## src/rtl/wd_service_generator_pkg.sv

```systemverilog
`default_nettype none
// ============================================================================
// Module      : wd_service_generator_pkg
// Description : Shared definitions for the watchdog service front-end.
//               Holds the fault codes that are also reported by
//               wd_fail_detector, and the service FSM state encoding.
// Revision    : 1.0 - initial release
// ============================================================================
package wd_service_generator_pkg;

    // Fault classes, shared with wd_fail_detector
    localparam logic [2:0] WD_FL_NONE   = 3'b000;
    localparam logic [2:0] WD_FL_OVR    = 3'b001;
    localparam logic [2:0] WD_FL_LOWSVC = 3'b010;
    localparam logic [2:0] WD_FL_DBLSVC = 3'b011;
    localparam logic [2:0] WD_FL_MISS   = 3'b100;

    // Service FSM states
    typedef enum logic [1:0] {
        ST_LOW   = 2'd0,   // SWSTAT low, kicks are refused
        ST_OPEN  = 2'd1,   // window open, waiting for a kick
        ST_PULSE = 2'd2,   // WDSRVC being driven
        ST_SPENT = 2'd3    // window already serviced or missed
    } wd_state_e;

endpackage : wd_service_generator_pkg
`default_nettype wire

```

## src/rtl/wd_sync_edge.sv

```systemverilog
`default_nettype none
// ============================================================================
// Module      : wd_sync_edge
// Description : Two-flop synchronizer for an asynchronous level, followed by
//               a one-flop edge detector. rise_o / fall_o are single-cycle
//               strobes derived purely from registers.
// Ports       : clk_i    - clock
//               rst_ni   - asynchronous active-low reset
//               async_i  - asynchronous level input
//               rise_o   - one cycle high after a synchronized 0->1
//               fall_o   - one cycle high after a synchronized 1->0
// Revision    : 1.0 - initial release
// ============================================================================
module wd_sync_edge (
    input  logic clk_i,
    input  logic rst_ni,
    input  logic async_i,
    output logic rise_o,
    output logic fall_o
);

    logic meta_q;
    logic sync_q;
    logic prev_q;

    always_ff @(posedge clk_i or negedge rst_ni) begin
        if (!rst_ni) begin
            meta_q <= 1'b0;
            sync_q <= 1'b0;
            prev_q <= 1'b0;
        end else begin
            meta_q <= async_i;
            sync_q <= meta_q;
            prev_q <= sync_q;
        end
    end

    assign rise_o =  sync_q & ~prev_q;
    assign fall_o = ~sync_q &  prev_q;

endmodule : wd_sync_edge
`default_nettype wire

```

## src/rtl/wd_service_generator.sv

```systemverilog
`default_nettype none
// ============================================================================
// Module      : wd_service_generator
// Description : Watchdog servicing front-end. Turns asynchronous software
//               kick requests into at most one fixed-width WDSRVC pulse per
//               SWSTAT high window, refusing kicks the detector would flag
//               and reporting a missed window early.
// Ports       : CLK      - clock
//               RST_N    - asynchronous active-low reset
//               SWSTAT   - software-healthy window (asynchronous)
//               KICK_REQ - kick request level (asynchronous, rise = kick)
//               WDSRVC   - service pulse to wd_fail_detector
//               BUSY     - high while the service pulse is active
//               REJ      - one-cycle strobe, kick refused
//               REJ_CODE - fault code of the last refusal or miss
//               MISS     - one-cycle strobe, window ended unserviced
// Config      : WD_AUTO_SERVICE_EN - when defined, an unserviced window is
//               serviced autonomously at the latest legal start point.
// Revision    : 1.0 - initial release
// ============================================================================
module wd_service_generator
    import wd_service_generator_pkg::*;
#(
    parameter int PULSE_W  = 5,
    parameter int DEADLINE = 60,
    parameter int CNT_W    = 8
) (
    input  logic       CLK,
    input  logic       RST_N,
    input  logic       SWSTAT,
    input  logic       KICK_REQ,
    output logic       WDSRVC,
    output logic       BUSY,
    output logic       REJ,
    output logic [2:0] REJ_CODE,
    output logic       MISS
);

    localparam int c_pw_w = (PULSE_W > 1) ? $clog2(PULSE_W) : 1;

    localparam logic [CNT_W-1:0]  c_deadline = CNT_W'(DEADLINE);
    // Last count at which a pulse can still finish inside the window
    localparam logic [CNT_W-1:0]  c_svc_last = CNT_W'(DEADLINE - PULSE_W);
    localparam logic [CNT_W-1:0]  c_cnt_one  = CNT_W'(1);
    localparam logic [c_pw_w-1:0] c_pw_last  = c_pw_w'(PULSE_W - 1);
    localparam logic [c_pw_w-1:0] c_pw_one   = c_pw_w'(1);

    logic w_sw_rise;
    logic w_sw_fall;
    logic w_kick;
    logic w_kick_fall_unused;

    wd_sync_edge u_sync_sw (
        .clk_i   (CLK),
        .rst_ni  (RST_N),
        .async_i (SWSTAT),
        .rise_o  (w_sw_rise),
        .fall_o  (w_sw_fall)
    );

    wd_sync_edge u_sync_kick (
        .clk_i   (CLK),
        .rst_ni  (RST_N),
        .async_i (KICK_REQ),
        .rise_o  (w_kick),
        .fall_o  (w_kick_fall_unused)
    );

    wd_state_e          state_q;
    logic [CNT_W-1:0]   cnt_q;
    logic [c_pw_w-1:0]  pcnt_q;      // remaining pulse cycles minus one
    logic               served_q;    // window ended in SPENT via a pulse
    logic               wdsrvc_q;
    logic               rej_q;
    logic               miss_q;
    logic [2:0]         code_q;

    logic [CNT_W-1:0]   w_cnt_nxt;
    logic               w_in_time;
    logic               w_auto_now;

    // "Count" in the window rules is the value reached in this clock,
    // i.e. the incremented counter; it saturates at DEADLINE.
    assign w_cnt_nxt = (cnt_q == c_deadline) ? cnt_q : (cnt_q + c_cnt_one);
    assign w_in_time = (w_cnt_nxt <= c_svc_last);

`ifdef WD_AUTO_SERVICE_EN
    assign w_auto_now = (w_cnt_nxt == c_svc_last);
`else
    assign w_auto_now = 1'b0;
`endif

    always_ff @(posedge CLK or negedge RST_N) begin
        if (!RST_N) begin
            state_q  <= ST_LOW;
            cnt_q    <= '0;
            pcnt_q   <= '0;
            served_q <= 1'b0;
            wdsrvc_q <= 1'b0;
            rej_q    <= 1'b0;
            miss_q   <= 1'b0;
            code_q   <= WD_FL_NONE;
        end else begin
            rej_q  <= 1'b0;
            miss_q <= 1'b0;

            case (state_q)
                ST_LOW: begin
                    // A kick coinciding with the rise is still judged
                    // against the low window it was issued in.
                    if (w_kick) begin
                        rej_q  <= 1'b1;
                        code_q <= WD_FL_LOWSVC;
                    end
                    if (w_sw_rise) begin
                        state_q  <= ST_OPEN;
                        cnt_q    <= '0;
                        served_q <= 1'b0;
                    end
                end

                ST_OPEN: begin
                    cnt_q <= w_cnt_nxt;
                    if (w_sw_fall) begin
                        // Window closed early. A simultaneous kick is a
                        // low-window kick, which takes the single strobe.
                        state_q <= ST_LOW;
                        if (w_kick) begin
                            rej_q  <= 1'b1;
                            code_q <= WD_FL_LOWSVC;
                        end else begin
                            miss_q <= 1'b1;
                            code_q <= WD_FL_MISS;
                        end
                    end else if (w_kick && w_in_time) begin
                        state_q  <= ST_PULSE;
                        pcnt_q   <= c_pw_last;
                        wdsrvc_q <= 1'b1;
                        served_q <= 1'b1;
                    end else if (w_kick) begin
                        // Too late for the pulse to complete by DEADLINE
                        state_q  <= ST_SPENT;
                        served_q <= 1'b0;
                        rej_q    <= 1'b1;
                        code_q   <= WD_FL_MISS;
                    end else if (w_auto_now) begin
                        state_q  <= ST_PULSE;
                        pcnt_q   <= c_pw_last;
                        wdsrvc_q <= 1'b1;
                        served_q <= 1'b1;
                    end else if (w_cnt_nxt == c_deadline) begin
                        state_q  <= ST_SPENT;
                        served_q <= 1'b0;
                        miss_q   <= 1'b1;
                        code_q   <= WD_FL_MISS;
                    end
                end

                ST_PULSE: begin
                    cnt_q <= w_cnt_nxt;
                    if (w_sw_fall) begin
                        state_q  <= ST_LOW;
                        wdsrvc_q <= 1'b0;
                        rej_q    <= 1'b1;
                        code_q   <= WD_FL_LOWSVC;
                    end else begin
                        if (pcnt_q == '0) begin
                            state_q  <= ST_SPENT;
                            wdsrvc_q <= 1'b0;
                        end else begin
                            pcnt_q <= pcnt_q - c_pw_one;
                        end
                        if (w_kick) begin
                            rej_q  <= 1'b1;
                            code_q <= WD_FL_DBLSVC;
                        end
                    end
                end

                ST_SPENT: begin
                    cnt_q <= w_cnt_nxt;
                    if (w_sw_fall) begin
                        state_q <= ST_LOW;
                        if (w_kick) begin
                            rej_q  <= 1'b1;
                            code_q <= WD_FL_LOWSVC;
                        end
                    end else if (w_kick) begin
                        rej_q  <= 1'b1;
                        code_q <= served_q ? WD_FL_DBLSVC : WD_FL_MISS;
                    end
                end

                default: begin
                    state_q  <= ST_LOW;
                    wdsrvc_q <= 1'b0;
                end
            endcase
        end
    end

    assign WDSRVC   = wdsrvc_q;
    assign BUSY     = wdsrvc_q;
    assign REJ      = rej_q;
    assign MISS     = miss_q;
    assign REJ_CODE = code_q;

endmodule : wd_service_generator
`default_nettype wire

```

## config.mk

```make
export PLATFORM = sky130hd
export DESIGN_NAME = wd_service_generator
export DESIGN_NICKNAME = d
export VERILOG_FILES = /design/src/rtl/wd_service_generator_pkg.sv /design/src/rtl/wd_sync_edge.sv /design/src/rtl/wd_service_generator.sv
export SDC_FILE = /design/constraint.sdc
export NUM_CORES = 1
export LEC_CHECK = 0
export ABC_CLOCK_PERIOD_IN_PS = 2800
export BUFFER_PORTS_ARGS = -buffer_cell sky130_fd_sc_hd__buf_2
export CAP_MARGIN = 20
export CELL_PAD_IN_SITES_DETAIL_PLACEMENT = 0
export CELL_PAD_IN_SITES_GLOBAL_PLACEMENT = 1
export CORE_MARGIN = 1.5
export CORE_UTILIZATION = 40
export CTS_CLUSTER_SIZE = 30
export DETAILED_ROUTE_END_ITERATION = 12
export PLACE_DENSITY_LB_ADDON = 0.1
export SYNTH_ARGS = -nofsm -noshare
export SYNTH_HDL_FRONTEND = slang
export SYNTH_SLANG_ARGS = --single-unit
```

## constraint.sdc

```tcl
create_clock -name CLK -period 2.8 [get_ports CLK]
set_clock_uncertainty 0.15 [all_clocks]
set_input_delay 0 -clock CLK [delete_from_list [all_inputs] [get_ports CLK]]
set_output_delay 0 -clock CLK [all_outputs]
set_load 0.05 [all_outputs]
```

== Word-level counts from Yosys, hierarchy flattened ==
Cells that the tools add are included.

* $add $sub $neg: 2
* $lt $le $gt $ge: 1
* Equal/unequal tests: 18
* Muxes and demuxes: 51
* Bitwise gates (word level): 6
* Reductions and logical operators: 12

{| class="wikitable"
|+ Operator list
! operator !! count
|-
| $mux 3 || 15
|-
| $mux 1 || 19
|-
| $eq 8x6->1 const B || 2
|-
| $mux 2 || 8
|-
| $mux 8 || 2
|-
| $pmux 8 s2 || 1
|-
| $reduce_and 4->1 || 4
|-
| $ne 3x2->1 const B || 4
|-
| $pmux 3 s4 || 1
|-
| $add 8x1->8 const B || 1
|-
| $le 8x6->1 const B || 1
|-
| $ne 2x2->1 const B || 4
|-
| $pmux 2 s4 || 1
|-
| $pmux 3 s2 || 1
|-
| $ne 5x4->1 const B || 1
|-
| $reduce_and 5->1 || 1
|-
| $eq 2x2->1 const B || 2
|-
| $ne 2x1->1 const B || 2
|-
| $ne 4x3->1 const B || 1
|-
| $ne 4x4->1 const B || 1
|-
| $pmux 1 s2 || 2
|-
| $reduce_bool 2->1 || 2
|-
| $and 1x1->1 || 3
|-
| $logic_not 3->1 || 1
|-
| 8 further kinds || 10
|}

* Bits in registers: 26
* Input port bits: 4
* Output and inout bits: 7

== Logic depth before layout (Yosys ltp) ==
Gate-level depths: netlist of run 1.

* Depth after elaboration: 8
* Depth in mapped cells: 9
* Mapped depth without buffers: 8

== By module ==
A second synthesis of run 1 with hierarchy kept.

* Cell total of the unflattened synthesis: 185
* Area, all modules: 1731.7 µm²

{| class="wikitable"
|+ Modules (own cells, without submodules)
! module !! times used !! cells each !! area each (µm²) !! sequential area each (µm²)
|-
| wd_service_generator || 1 || 175 || 1551.5 || 500.5
|-
| wd_sync_edge || 2 || 5 || 90.1 || 75.1
|}

== Least setup slack after synthesis of run 1 ==
No wires, ideal clock.

* Path kind: register to register
* Start: register cnt_q[0]
* End: register code_q[0], in the netlist REJ_CODE[0]
* Arrival time: 2.151 ns
* Required time: 2.525 ns
* Slack: 0.374 ns
* Stages on the path, launching flop included: 10
* Path buffers: 1
* Cell sequence: dfrtp_1 clkbuf_1 inv_1 ha_1 nor3b_1 and3_1 o221a_2 o32ai_2 or2_1 mux2_4

* Longest elaborated chain between the ends: 6
* Elaborated cells on any way between the ends: 9
* Those cells by class: 1 x add/sub; 1 x order compare; 4 x eq/ne; 1 x mux; 2 x reduce/logical

{| class="wikitable"
|+ Ends and longest elaborated chain
! what !! line !! RTL
|-
| start, declared || wd_service_generator.sv:70 || <nowiki>logic [CNT_W-1:0] cnt_q;</nowiki>
|-
| start signal, assigned || wd_service_generator.sv:123 || <nowiki>cnt_q <= w_cnt_nxt;</nowiki>
|-
| start signal, assigned || wd_service_generator.sv:160 || <nowiki>cnt_q <= w_cnt_nxt;</nowiki>
|-
| start signal, assigned || wd_service_generator.sv:181 || <nowiki>cnt_q <= w_cnt_nxt;</nowiki>
|-
| $add 8x1->8 / $eq 8x6->1 (equally long branches) || wd_service_generator.sv:84 || <nowiki>assign w_cnt_nxt = (cnt_q == c_deadline) ? cnt_q : (cnt_q + c_cnt_one);</nowiki>
|-
| $mux 8 (*) || wd_service_generator.sv:84 ||
|-
| $le 8x6->1 || wd_service_generator.sv:85 || <nowiki>assign w_in_time = (w_cnt_nxt <= c_svc_last);</nowiki>
|-
| $logic_and 1x1->1 || wd_service_generator.sv:135 || <nowiki>end else if (w_kick && w_in_time) begin</nowiki>
|-
| $ne 3x2->1 (no line) || n/a ||
|-
| $reduce_and 4->1 (no line) (*) || n/a ||
|-
| end signal, assigned || wd_service_generator.sv:190 || <nowiki>code_q <= served_q ? WD_FL_DBLSVC : WD_FL_MISS;</nowiki>
|-
| end, declared || wd_service_generator.sv:76 || <nowiki>logic [2:0] code_q;</nowiki>
|}

Every way passes the cells marked *; elsewhere a longest branch is shown, timed or not.
A chain may end at the register's enable or synchronous reset.

== Final worst setup path of run 1 ==
* Start: register cnt_q[1]
* End: register state_q[1]

* Longest elaborated chain between the ends: 7
* Elaborated cells on any way between the ends: 11
* Those cells by class: 1 x add/sub; 1 x order compare; 3 x eq/ne; 4 x mux; 2 x reduce/logical

{| class="wikitable"
|+ Ends and longest elaborated chain
! what !! line !! RTL
|-
| $add 8x1->8 / $eq 8x6->1 (equally long branches) || wd_service_generator.sv:84 ||
|-
| $mux 8 (*) || wd_service_generator.sv:84 ||
|-
| $le 8x6->1 || wd_service_generator.sv:85 ||
|-
| $logic_and 1x1->1 || wd_service_generator.sv:135 ||
|-
| $mux 2 || wd_service_generator.sv:135 ||
|-
| $mux 2 || wd_service_generator.sv:124 || <nowiki>if (w_sw_fall) begin</nowiki>
|-
| $pmux 2 s4 || wd_service_generator.sv:107 || <nowiki>case (state_q)</nowiki>
|-
| end signal, assigned || wd_service_generator.sv:127 || <nowiki>state_q <= ST_LOW;</nowiki>
|-
| end signal, assigned || wd_service_generator.sv:136 || <nowiki>state_q <= ST_PULSE;</nowiki>
|-
| end signal, assigned || wd_service_generator.sv:142 || <nowiki>state_q <= ST_SPENT;</nowiki>
|-
| end, declared || wd_service_generator.sv:69 || <nowiki>wd_state_e state_q;</nowiki>
|}

Marked as above.

==> reports/qor.tcl, run 1 <==
set qor(outcome) {finished clean}
set qor(grt_pass1_vias) 1328
set qor(postSynth.asyncResetShare_pct) 100.0
set qor(startpoint) {cnt_q[1]}
set qor(max_freq_ghz) 0.3970
set qor(rr_worst_depth) 8
set qor(grt_setup_unrepaired) {false}
set qor(cp_num_buf_inv) 1
set qor(synth.avg_cell_area_sq_um) 9.150
set qor(grt_first_pass_wirelength_mm) 6.506
set qor(synth_area_sq_um) 1665
set qor(cp_data_required_time_ps) 2850
set qor(place_ws_ps) 172.5
set qor(synthesis.yosys.warnings) 0
set qor(finalSetupViolations) 0
set qor(synth_fa_ha_area_share_pct) 6.011
set qor(cts_sinks) 26
set qor(worstMarginPinSlew_ps) 581.3
set qor(count_of_input_and_output_buffers) 10
set qor(synth_xor_xnor_area_share_pct) 1.052
set qor(setup_total_negative_slack_ps) 0
set qor(die_w_um) 67.53
set qor(fraction_of_layout_cells_with_a_size_suffix_above_1_pct) 16.06
set qor(initial_utilization_pct) 41.63
set qor(dp_hpwl_mm) 2.644
set qor(worst_path_max_delay_cell) {sky130_fd_sc_hd__dfrtp_1}
set qor(yosysTopAreaCellShare_pct) 39.07
set qor(wirelength_mm) 3.660
set qor(worst_setup_hold_path_clk_slew_ps) 90
set qor(critPathLaunchType) {register}
set qor(yosys.area_share.simple_pct) 18.56
set qor(initialDrtViolationCount) 56
set qor(remaining_routing_drc_violations) 0
set qor(worst_r2r_startpoint) {cnt_q[1]}
set qor(post-route-worst-setup-slack_ps) 281.3
set qor(fp.dieArea_sq_um) 4560
set qor(clock_tree.root_cell) {sky130_fd_sc_hd__clkbuf_8}
set qor(num_io_pins) 11
set qor(mux_share_of_post_synthesis_cell_area_pct) 2.705
set qor(yosys_register_bits) 26
set qor(setup.worst_path.class) {register to register}
set qor(fp.coreArea_sq_um) 4000
set qor(crit_fanout) 9
set qor(buffers_inserted_during_post_cts_setup_optimization) 0
set qor(final_hold_violation_count) 0
set qor(vias) 1379
set qor(synth.yosys.seq_area_share_pct) 39.07
set qor(largest_family_of_logic_cells_by_synthesized_area) {compound AO/OA/AOI/OAI gates}
set qor(worst_slew_margin_rel_pct) 61.25
set qor(max_cap_viol_count) 0
set qor(netlist_instances) 182
set qor(timing.reg2reg.setup_slack_ps) 280
set qor(layout.nets) 206
set qor(cp_cell_sequence) {ha_2 -> buf_4 -> xnor2_1 -> a211oi_1 -> o221a_2 -> nand2_1 -> a311oi_2 -> mux2i_1}
set qor(power_switching_uw) 772.3
set qor(netlist-cell-type-count) 52
set qor(power.share.clock_pct) 14.4
set qor(hold_path_class) {primary input to asynchronous set/reset pin}
set qor(synth-edff-count) 0
set qor(initial_antenna_violation_count) 0
set qor(die_h_um) 67.53
set qor(seq_power_share_pct) 33.4
set qor(timing_max_transition_violations_final) 0
set qor(grt.overflow.total) 0
set qor(ys_top_cells_by_area) {sky130_fd_sc_hd__dfrtp_1 39%, sky130_fd_sc_hd__ha_1 6.0%, sky130_fd_sc_hd__o21ai_0 4.8%, sky130_fd_sc_hd__nor2_1 4.1%, sky130_fd_sc_hd__nand2_1 3.4%}
set qor(htree_levels) 1
set qor(total_number_of_placement_rows) 23
set qor(power_switching_share_pct) 45.07
set qor(cpLargestDelayFamily) {compound AO/OA/AOI/OAI gates}
set qor(antenna_cells) 0
set qor(leakage_uw) 0.0008315
set qor(vdd.ir_drop.worst_uv) 324.9
set qor(mappedNetlistNets) 194
set qor(timing.critical_path.slowest_cell_delay_ps) 510
set qor(power.density_cell_area_nw_per_um2) 926.0
set qor(dominantRegCellSynth) {sky130_fd_sc_hd__dfrtp_1}
set qor(synth_compound_gate_area_share_pct) 25.54
set qor(numCtsBuffers) 3
set qor(vias_per_cell) 5.675
set qor(drtAntennaViolNets) 0
set qor(worstSetupEndpointType) {register}
set qor(intPower_uw) 941.3
set qor(drt_pass1_iterations) 4
set qor(cts_tree) {yes}
set qor(final.min_clock_period_ps) 2519
set qor(syn_to_final_growth_pct) 11.12
set qor(r2r-end) {state_q[1]}
set qor(gp_congestion) 0.8112
set qor(globalRouteTotalUtil_pct) 18.91
set qor(critPathArrivalTime_ps) 2570
set qor(wl_per_cell_um) 15.06
set qor(clock_tree.buffer_depth) 2
set qor(final_min_period_over_clock_period_pct) 89.95
set qor(pwr-share-comb_pct) 52.1
set qor(synth_largest_area_cell) {sky130_fd_sc_hd__dfrtp_1}
set qor(maximum_number_of_pins_on_one_net_before_global_route_repair) 27
set qor(clock_network_latency_to_the_later_pin_of_the_worst_skew_pair_ps) 270
## through the flow
step           hold slack (ps)  cell area (sq um)  utilization, %  total power, uW  instances
6_report                 102.0               1851           46.26             1714        243
5_1_grt                  144.4               1851           46.26             1878        243
4_1_cts                  132.9               1843           46.07             1725        243
3_5_place_dp            -106.2               1758           43.95             1466        236
3_3_place_gp            -114.4               1758           43.95             1445        236
2_1_floorplan           -445.6               1665               -             1246        182
## cell type report
cell class                 count  area, sq um
fill                         402         2150
multi-input combinational    130        904.6
sequential                    26        650.6
timing repair buffer          19        125.1
tap                           50        62.56
clock buffer                   4        55.05
inverter                      14        52.55
## timing repair
item	in CTS	in global routing
resized for setup	0	2
setup endpoints to repair	0	3
hold endpoints to repair	28	0
hold buffers	3	0
## synth_stat cells, drive strengths merged, types with 2 or more instances
library cell and count:
or2 2, o22a 2, nor2 18, ha 8, a21oi 9, a22o 2
o21ai 16, nor2b 4, a311oi 2, buf 4, o32ai 2, and3 2
a221oi 2, nand4 2, mux2i 3, a2bb2oi 2, o2111ai 2, nor3 3
and2 3, o22ai 3, a31oi 3, a211oi 2, clkbuf 8, nand2b 3
nand3 2, nand2 15, o211ai 2, inv 14, dfrtp 26
## logic make-up after synthesis
group | count (synthesis)
AND/OR/NAND/NOR | 61
XOR/XNOR | 2
flip-flops | 26
buffers and inverters | 26
adder cells (fa/ha/maj) | 8
multiplexers | 4
AO/OA/AOI/OAI | 55
## power by group through the flow
stage | Clock (uW) | Combinational [uW] | Sequential [uW]
2_1_floorplan | 0 | 638 | 608
3_3_place_gp | 0 | 875 | 570
3_5_place_dp | 0 | 888 | 578
4_1_cts | 257 | 897 | 571
5_1_grt | 281 | 1010 | 590
6_report | 248 | 893 | 573
## layer usage
metal	vias up	track usage [%]	share of wire, %
met3	4	3.500	3.1
met1	669	27.13	50
li1	674	-	-
met5	-	0	0
met4	0	4.592	0.79
met2	32	29.29	46
## layout by cell type (no fill, tap or decap), drive strengths merged, types with 2 or more instances in the layout
cell,instances
a22o,2
nor2b,4
and3,2
a311oi,2
a31oi,3
a211oi,2
and2,3
nand3,2
o21ai,16
dfrtp,26
a21oi,9
a2bb2oi,2
nand2,15
nand2b,3
or2,2
o2111ai,2
o211ai,2
clkbuf,4
inv,14
a221oi,2
o22ai,3
buf,16
o32ai,2
ha,8
nor2,18
o22a,2
nor3,3
mux2i,3
dlygate4sd3,3
nand4,2
## how the worst max path moves through the flow
stage / end / cells after the start / slack [ps]
2_1_floorplan: REJ_CODE[0] / 9 / 370
3_3_place_gp: REJ_CODE[0] / 7 / 280
3_5_place_dp: state_q[1] / 8 / 170
4_1_cts: state_q[1] / 8 / 140
5_1_grt: state_q[1] / 8 / 50
6_report: state_q[1] / 8 / 280
## flip-flops by register name, summed over array words and instances (netlist names)
signal and count:
cnt_q 8, pcnt_q 3, u_sync_kick.meta_q 1, u_sync_sw.meta_q 1
BUSY 1, u_sync_sw.prev_q 1, state_q 2, MISS 1
REJ 1, u_sync_kick.sync_q 1, served_q 1, REJ_CODE 3
u_sync_sw.sync_q 1, u_sync_kick.prev_q 1
(Power assumes the default switching activity.)
==> run 2, diff against run 1 <==
- SYNTH_HIERARCHICAL: not set -> 1
==> reports/qor.tcl, run 2 <==
set qor(grt.overflow.total) 0 ;# unchanged
set qor(outcome) {finished clean}
set qor(final_min_period_over_clock_period_pct) 93.22 ;# +3.3 points
set qor(mappedNetlistNets) 196 ;# +1.0%
set qor(num_io_pins) 11 ;# unchanged
set qor(setup.worst_path.class) {register to register}
set qor(gp_congestion) 0.8032 ;# -0.99%
set qor(cts_sinks) 26 ;# unchanged
set qor(htree_levels) 1 ;# unchanged
set qor(power.share.clock_pct) 16.7 ;# +2.3 points
set qor(synth_area_sq_um) 1723 ;# +3.5%
set qor(dp_hpwl_mm) 2.738 ;# +3.6%
set qor(fp.dieArea_sq_um) 4710 ;# +3.3%
set qor(worst_slew_margin_rel_pct) 59.36 ;# -1.9 points
set qor(die_h_um) 68.63 ;# +1.6%
set qor(globalRouteTotalUtil_pct) 19.46 ;# +0.55 points
set qor(worst_path_max_delay_cell) {sky130_fd_sc_hd__dfrtp_1}
set qor(finalSetupViolations) 0 ;# unchanged
set qor(max_cap_viol_count) 0 ;# unchanged
set qor(worst_setup_hold_path_clk_slew_ps) 100 ;# about the same
set qor(max_ffs_per_register) 8 ;# unchanged
set qor(initialDrtViolationCount) 91 ;# +63%
set qor(die_w_um) 68.63 ;# +1.6%
set qor(cp_data_required_time_ps) 2820 ;# -30 ps
set qor(wirelength_mm) 3.925 ;# +7.2%
set qor(hold_slack_ps) 107.2 ;# +5.143 ps
set qor(total_number_of_placement_rows) 23 ;# unchanged
set qor(final.min_clock_period_ps) 2610 ;# +91.57 ps
set qor(layout.nets) 207 ;# +0.49%
set qor(fraction_of_layout_cells_with_a_size_suffix_above_1_pct) 15.98 ;# -0.083 points
set qor(final_hold_violation_count) 0 ;# unchanged
set qor(synthesis.yosys.warnings) 6 ;# +6
set qor(grt_pass1_vias) 1392 ;# +4.8%
set qor(most_frequent_standard_cell_in_the_layout_excluding_fill_and_tap_cells) {sky130_fd_sc_hd__dfrtp_1}
set qor(fp.coreArea_sq_um) 4058 ;# +1.4%
set qor(power.density_cell_area_nw_per_um2) 1008 ;# +8.8%
set qor(critPathLaunchType) {register}
set qor(power_switching_share_pct) 44.87 ;# -0.20 points
set qor(leakage_uw) 0.0007698 ;# -7.4%
set qor(intPower_uw) 1060 ;# +13%
set qor(numCtsBuffers) 3 ;# unchanged
set qor(timing_max_transition_violations_final) 0 ;# unchanged
set qor(vias) 1419 ;# +2.9%
set qor(clock_tree.buffer_depth) 2 ;# unchanged
set qor(maximum_number_of_pins_on_one_net_before_global_route_repair) 27 ;# unchanged
set qor(worst_r2r_startpoint) {cnt_q[0]}
set qor(seq_power_share_pct) 30.5 ;# -2.9 points
set qor(cpLargestDelayFamily) {compound AO/OA/AOI/OAI gates}
set qor(grt_first_pass_wirelength_mm) 6.768 ;# +4.0%
set qor(vias_per_cell) 5.816 ;# +2.5%
set qor(setup_total_negative_slack_ps) 0 ;# unchanged
set qor(wl_per_cell_um) 16.09 ;# +6.8%
set qor(startpoint) {cnt_q[0]}
set qor(hold_path_class) {primary input to asynchronous set/reset pin}
set qor(remaining_routing_drc_violations) 0 ;# unchanged
set qor(power_switching_uw) 862.6 ;# +12%
set qor(worstMarginPinSlew_ps) 609.5 ;# +28.28 ps
set qor(timing.critical_path.slowest_cell_delay_ps) 510 ;# about the same
set qor(grt_setup_unrepaired) {false}
set qor(buffers_inserted_during_post_cts_setup_optimization) 0 ;# unchanged
set qor(clock_network_latency_to_the_later_pin_of_the_worst_skew_pair_ps) 280 ;# about the same
set qor(cp_num_buf_inv) 1 ;# unchanged
set qor(antenna_cells) 0 ;# unchanged
set qor(cp_cell_sequence) {inv_1 -> ha_1 -> and4bb_4 -> a2111oi_4 -> o221a_4 -> nor2b_4 -> o311ai_4 -> mux2_4}
set qor(pwr-share-comb_pct) 52.8 ;# +0.7 points
set qor(initial_antenna_violation_count) 0 ;# unchanged
set qor(max_freq_ghz) 0.3831 ;# -3.5%
set qor(clock_tree.root_cell) {sky130_fd_sc_hd__clkbuf_8}
set qor(crit_fanout) 9 ;# unchanged
set qor(drt_pass1_iterations) 4 ;# unchanged
set qor(synth.avg_cell_area_sq_um) 9.364 ;# +2.3%
set qor(count_of_input_and_output_buffers) 10 ;# unchanged
set qor(most_flop_heavy_register) {cnt_q}
set qor(worstSetupEndpointType) {register}
set qor(critPathArrivalTime_ps) 2630 ;# +60 ps
set qor(netlist_instances) 184 ;# +1.1%
set qor(drtAntennaViolNets) 0 ;# unchanged
set qor(mostFrequentLayoutCells) {26 x sky130_fd_sc_hd__dfrtp_1, 16 x sky130_fd_sc_hd__nor2_1, 15 x sky130_fd_sc_hd__a21oi_1}
set qor(vdd.ir_drop.worst_uv) 412.7 ;# +27%
set qor(fillers) 382 ;# -5.0%
set qor(cts_tree) {yes}
set qor(syn_to_final_growth_pct) 10.75
set qor(initial_utilization_pct) 42.46 ;# +0.83 points
[run 2: per-stage QoR]
stage,instance area [sq um],total power (uW),utilization (%),cells,worst slack (ps)
floorplan,1723,1379,-,184,387.8
global placement,1807,1589,44.53,237,296.5
detailed placement,1807,1595,44.53,237,201.9
CTS,1908,1933,47.02,244,187.6
global route,1908,2096,47.02,244,74.66
finish,1908,1922,47.02,244,189.7
[run 2: metal layers]
| layer | global-route usage, % | part of all wire [%] |
|---|---|---|
| met1 | 27.82 | 50 |
| met2 | 29.81 | 44 |
| met3 | 4.058 | 4.7 |
| met4 | 5.000 | 0.66 |
| met5 | 0 | 0 |
[run 2: what timing repair did]
action,CTS,global route
endpoints found under the hold margin,28,0
hold buffers,3,0
gates resized for setup,0,0
[run 2: power by group through the flow]
stage               registers (uW)  clock network (uW)  logic [uW]
finish                         587                 320        1020
global placement               584                   0        1000
floorplan                      635                   0         744
global route                   601                 348        1150
detailed placement             594                   0        1000
CTS                            585                 333        1010
[run 2: path summary, 6_finish.rpt]
check	slack [ps]	depth (start not counted)	end
hold reg to reg	210	0	u_sync_sw/sync_q
min in group CLK	210	0	u_sync_sw/sync_q
hold / removal	110	2	cnt_q[6]
setup reg to reg	190	8	state_q[1]
setup / recovery	190	8	state_q[1]
max in group asynchronous	1990	2	u_sync_sw/prev_q
[run 2: area by class of cell]
type	instances	area [sq um]	share of cell area, %
Clock inverter	1	30.03	1.574
Inverter	12	45.04	2.361
Timing Repair Buffer	16	102.6	5.377
Clock buffer	3	41.29	2.164
Sequential cell	26	650.6	34.10
Multi-Input combinational cell	136	975.9	51.15
Tap cell	50	62.56	3.279
[run 2: worst reg2reg max path, cell delays in order (launching register included)]
cell and delay, ps:
sky130_fd_sc_hd__dfrtp_1 510, sky130_fd_sc_hd__inv_1 160, sky130_fd_sc_hd__ha_1 270, sky130_fd_sc_hd__and4bb_4 230, sky130_fd_sc_hd__a2111oi_4 300, sky130_fd_sc_hd__o221a_4 260
sky130_fd_sc_hd__nor2b_4 200, sky130_fd_sc_hd__o311ai_4 130, sky130_fd_sc_hd__mux2_4 310
==> run 3, diff against run 2 <==
- ABC_AREA: not set -> 1
- CTS_CLUSTER_SIZE: 30 -> not set
- GPL_TIMING_DRIVEN: not set -> 0
==> reports/qor.tcl, run 3 <==
set qor(outcome) {finished clean}
set qor(total_number_of_placement_rows) 22 ;# -4.3%
set qor(final_hold_violation_count) 0 ;# unchanged
set qor(dp_hpwl_mm) 2.467 ;# -9.9%
set qor(timing.reg2reg.setup_slack_ps) 600 ;# +410 ps
set qor(clock_tree.buffer_depth) 2 ;# unchanged
set qor(cts_sinks) 26 ;# unchanged
set qor(synth.avg_cell_area_sq_um) 8.020 ;# -14%
set qor(mappedNetlistNets) 212 ;# +8.2%
set qor(multiInputGateArea_sq_um) 820.8 ;# -16%
set qor(cp_data_required_time_ps) 2820 ;# about the same
set qor(worstMarginPinSlew_ps) 585.5 ;# -24.09 ps
set qor(worst_r2r_startpoint) {state_q[0]}
set qor(drt_pass1_iterations) 4 ;# unchanged
set qor(most_flop_heavy_register) {cnt_q}
set qor(count_of_input_and_output_buffers) 10 ;# unchanged
set qor(setup.worst_path.class) {register to register}
set qor(cpLargestDelayFamily) {buffers and inverters}
set qor(layout.nets) 230 ;# +11%
set qor(grt.overflow.total) 0 ;# unchanged
set qor(fp.coreArea_sq_um) 3744 ;# -7.7%
set qor(netlist_instances) 200 ;# +8.7%
set qor(cts_tree) {yes}
set qor(numCtsBuffers) 3 ;# unchanged
set qor(cts.repair.resized) 0 ;# unchanged
set qor(final.min_clock_period_ps) 2203 ;# -407.6 ps
set qor(worst_setup_hold_path_clk_slew_ps) 90 ;# about the same
set qor(leakage_uw) 0.0008891 ;# +16%
set qor(worst_slew_margin_rel_pct) 60.97 ;# +1.6 points
set qor(fraction_of_layout_cells_with_a_size_suffix_above_1_pct) 19.35 ;# +3.4 points
set qor(synthesis.yosys.warnings) 6 ;# unchanged
set qor(post-route-worst-setup-slack_ps) 597.3 ;# +407.6 ps
set qor(max_cap_viol_count) 0 ;# unchanged
set qor(power_switching_uw) 807.4 ;# -6.4%
set qor(num_io_pins) 11 ;# unchanged
set qor(grt_setup_unrepaired) {false}
set qor(intPower_uw) 898.2 ;# -15%
set qor(die_w_um) 66.33 ;# -3.4%
set qor(cp_num_buf_inv) 6 ;# +5
set qor(fillers) 373 ;# -2.4%
set qor(worst_path_max_delay_cell) {sky130_fd_sc_hd__dfrtp_1}
set qor(worstSetupEndpointType) {register}
set qor(crit_top_cell) {sky130_fd_sc_hd__inv_1}
set qor(power.share.clock_pct) 14.2 ;# -2.5 points
set qor(seq_power_share_pct) 32.9 ;# +2.4 points
set qor(wirelength_mm) 3.296 ;# -16%
set qor(max_freq_ghz) 0.4540 ;# +19%
set qor(max_ffs_per_register) 8 ;# unchanged
set qor(power.density_cell_area_nw_per_um2) 948.0 ;# -5.9%
set qor(initialDrtViolationCount) 68 ;# -25%
set qor(rr_worst_depth) 12 ;# +4
set qor(htree_levels) 1 ;# unchanged
set qor(critPathArrivalTime_ps) 2220 ;# -410 ps
set qor(fp.dieArea_sq_um) 4399 ;# -6.6%
set qor(remaining_routing_drc_violations) 0 ;# unchanged
set qor(power_switching_share_pct) 47.34 ;# +2.5 points
set qor(antenna_cells) 0 ;# unchanged
set qor(initial_antenna_violation_count) 0 ;# unchanged
set qor(hold_path_class) {primary input to asynchronous set/reset pin}
set qor(syn_to_final_growth_pct) 12.17
set qor(drtAntennaViolNets) 0 ;# unchanged
set qor(register_area_sq_um) 650.6 ;# unchanged
set qor(die_h_um) 66.33 ;# -3.4%
set qor(clock_network_latency_to_the_later_pin_of_the_worst_skew_pair_ps) 270 ;# about the same
set qor(wl_per_cell_um) 12.44 ;# -23%
set qor(initial_utilization_pct) 42.85 ;# +0.39 points
set qor(most_frequent_standard_cell_in_the_layout_excluding_fill_and_tap_cells) {sky130_fd_sc_hd__nand2_1}
set qor(vdd.ir_drop.worst_uv) 375.1 ;# -9.1%
set qor(clock_tree.root_cell) {sky130_fd_sc_hd__clkbuf_8}
set qor(r2r-end) {state_q[0]}
set qor(mostFrequentLayoutCells) {43 x sky130_fd_sc_hd__nand2_1, 29 x sky130_fd_sc_hd__inv_1, 26 x sky130_fd_sc_hd__dfrtp_1}
set qor(grt_first_pass_wirelength_mm) 5.934 ;# -12%
set qor(grt_pass1_vias) 1321 ;# -5.1%
set qor(critPathLaunchType) {register}
set qor(setup_total_negative_slack_ps) 0 ;# unchanged
set qor(finalSetupViolations) 0 ;# unchanged
set qor(cp_cell_sequence) {inv_1 -> ha_1 -> buf_2 -> inv_1 -> nor2_1 -> inv_1 -> o211ai_1 -> inv_1 -> nand2_4 -> inv_2 -> nand2_1 -> nand2_1}
set qor(timing.critical_path.slowest_cell_delay_ps) 430 ;# -80 ps
set qor(synth_area_sq_um) 1604 ;# -6.9%
set qor(crit_fanout) 10 ;# +1
set qor(timing_max_transition_violations_final) 0 ;# unchanged
set qor(vias_per_cell) 5.019 ;# -14%
set qor(pwr-share-comb_pct) 52.9 ;# about the same
set qor(place_ws_ps) 621.7 ;# +419.8 ps
set qor(globalRouteTotalUtil_pct) 17.49 ;# -2.0 points
set qor(final_min_period_over_clock_period_pct) 78.67 ;# -15 points
set qor(maximum_number_of_pins_on_one_net_before_global_route_repair) 27 ;# unchanged
set qor(vias) 1330 ;# -6.3%
set qor(gp_congestion) 0.8272 ;# +3.0%
==> run 3: repair_timing <==
action | 4_1_cts | 5_1_grt
setup buffers | 0 | 0
endpoints found under the hold margin | 28 | 0
setup endpoints to repair | 0 | 0
hold buffers | 3 | 0
==> run 3: cell type report <==
type                       count  share of cell area (%)
buffer                         3                  0.9040
clock buffer                   4                   3.060
inverter                      31                   6.467
multi-input combinational    140                   45.62
sequential                    26                   36.16
tap                           48                   3.338
timing repair buffer          13                   4.451
==> run 3: how the worst max path moves through the flow <==
stage | from | to | slack (ps) | depth (start not counted)
after floorplan | cnt_q[0] | REJ_CODE[0] | 1010 | 13
after global placement | state_q[0] | state_q[0] | 640 | 12
after detailed placement | state_q[0] | state_q[0] | 620 | 12
after CTS | state_q[0] | state_q[0] | 600 | 12
after global routing | state_q[1] | state_q[0] | 380 | 12
final | state_q[0] | state_q[0] | 600 | 12
==> run 3: per-layer routing <==
metal	vias to the layer above	GRT usage, %	share of wire, %
met4	0	6.122	1.3
met5	-	0	0
li1	682	-	-
met3	5	2.385	3.6
met1	616	23.79	48
met2	27	28.38	47
==> run 3: power by group through the flow <==
stage          Sequential, uW  Clock [uW]  Combinational (uW)
6_report                  562         242                 902
5_1_grt                   577         271                1030
4_1_cts                   563         252                 906
3_5_place_dp              569           0                 897
3_3_place_gp              565           0                 896
2_1_floorplan             664           0                 608
==> run 3: metrics by stage <==
step	power, uW	area, sq um	std cells	util, %	hold WS (ps)
2_1_floorplan	1272	1604	200	-	-445.6
3_3_place_gp	1461	1714	258	45.79	-119.2
3_5_place_dp	1467	1714	258	45.79	-108.0
4_1_cts	1721	1799	265	48.06	126.3
5_1_grt	1873	1799	265	48.06	170.6
6_report	1706	1799	265	48.06	103.5
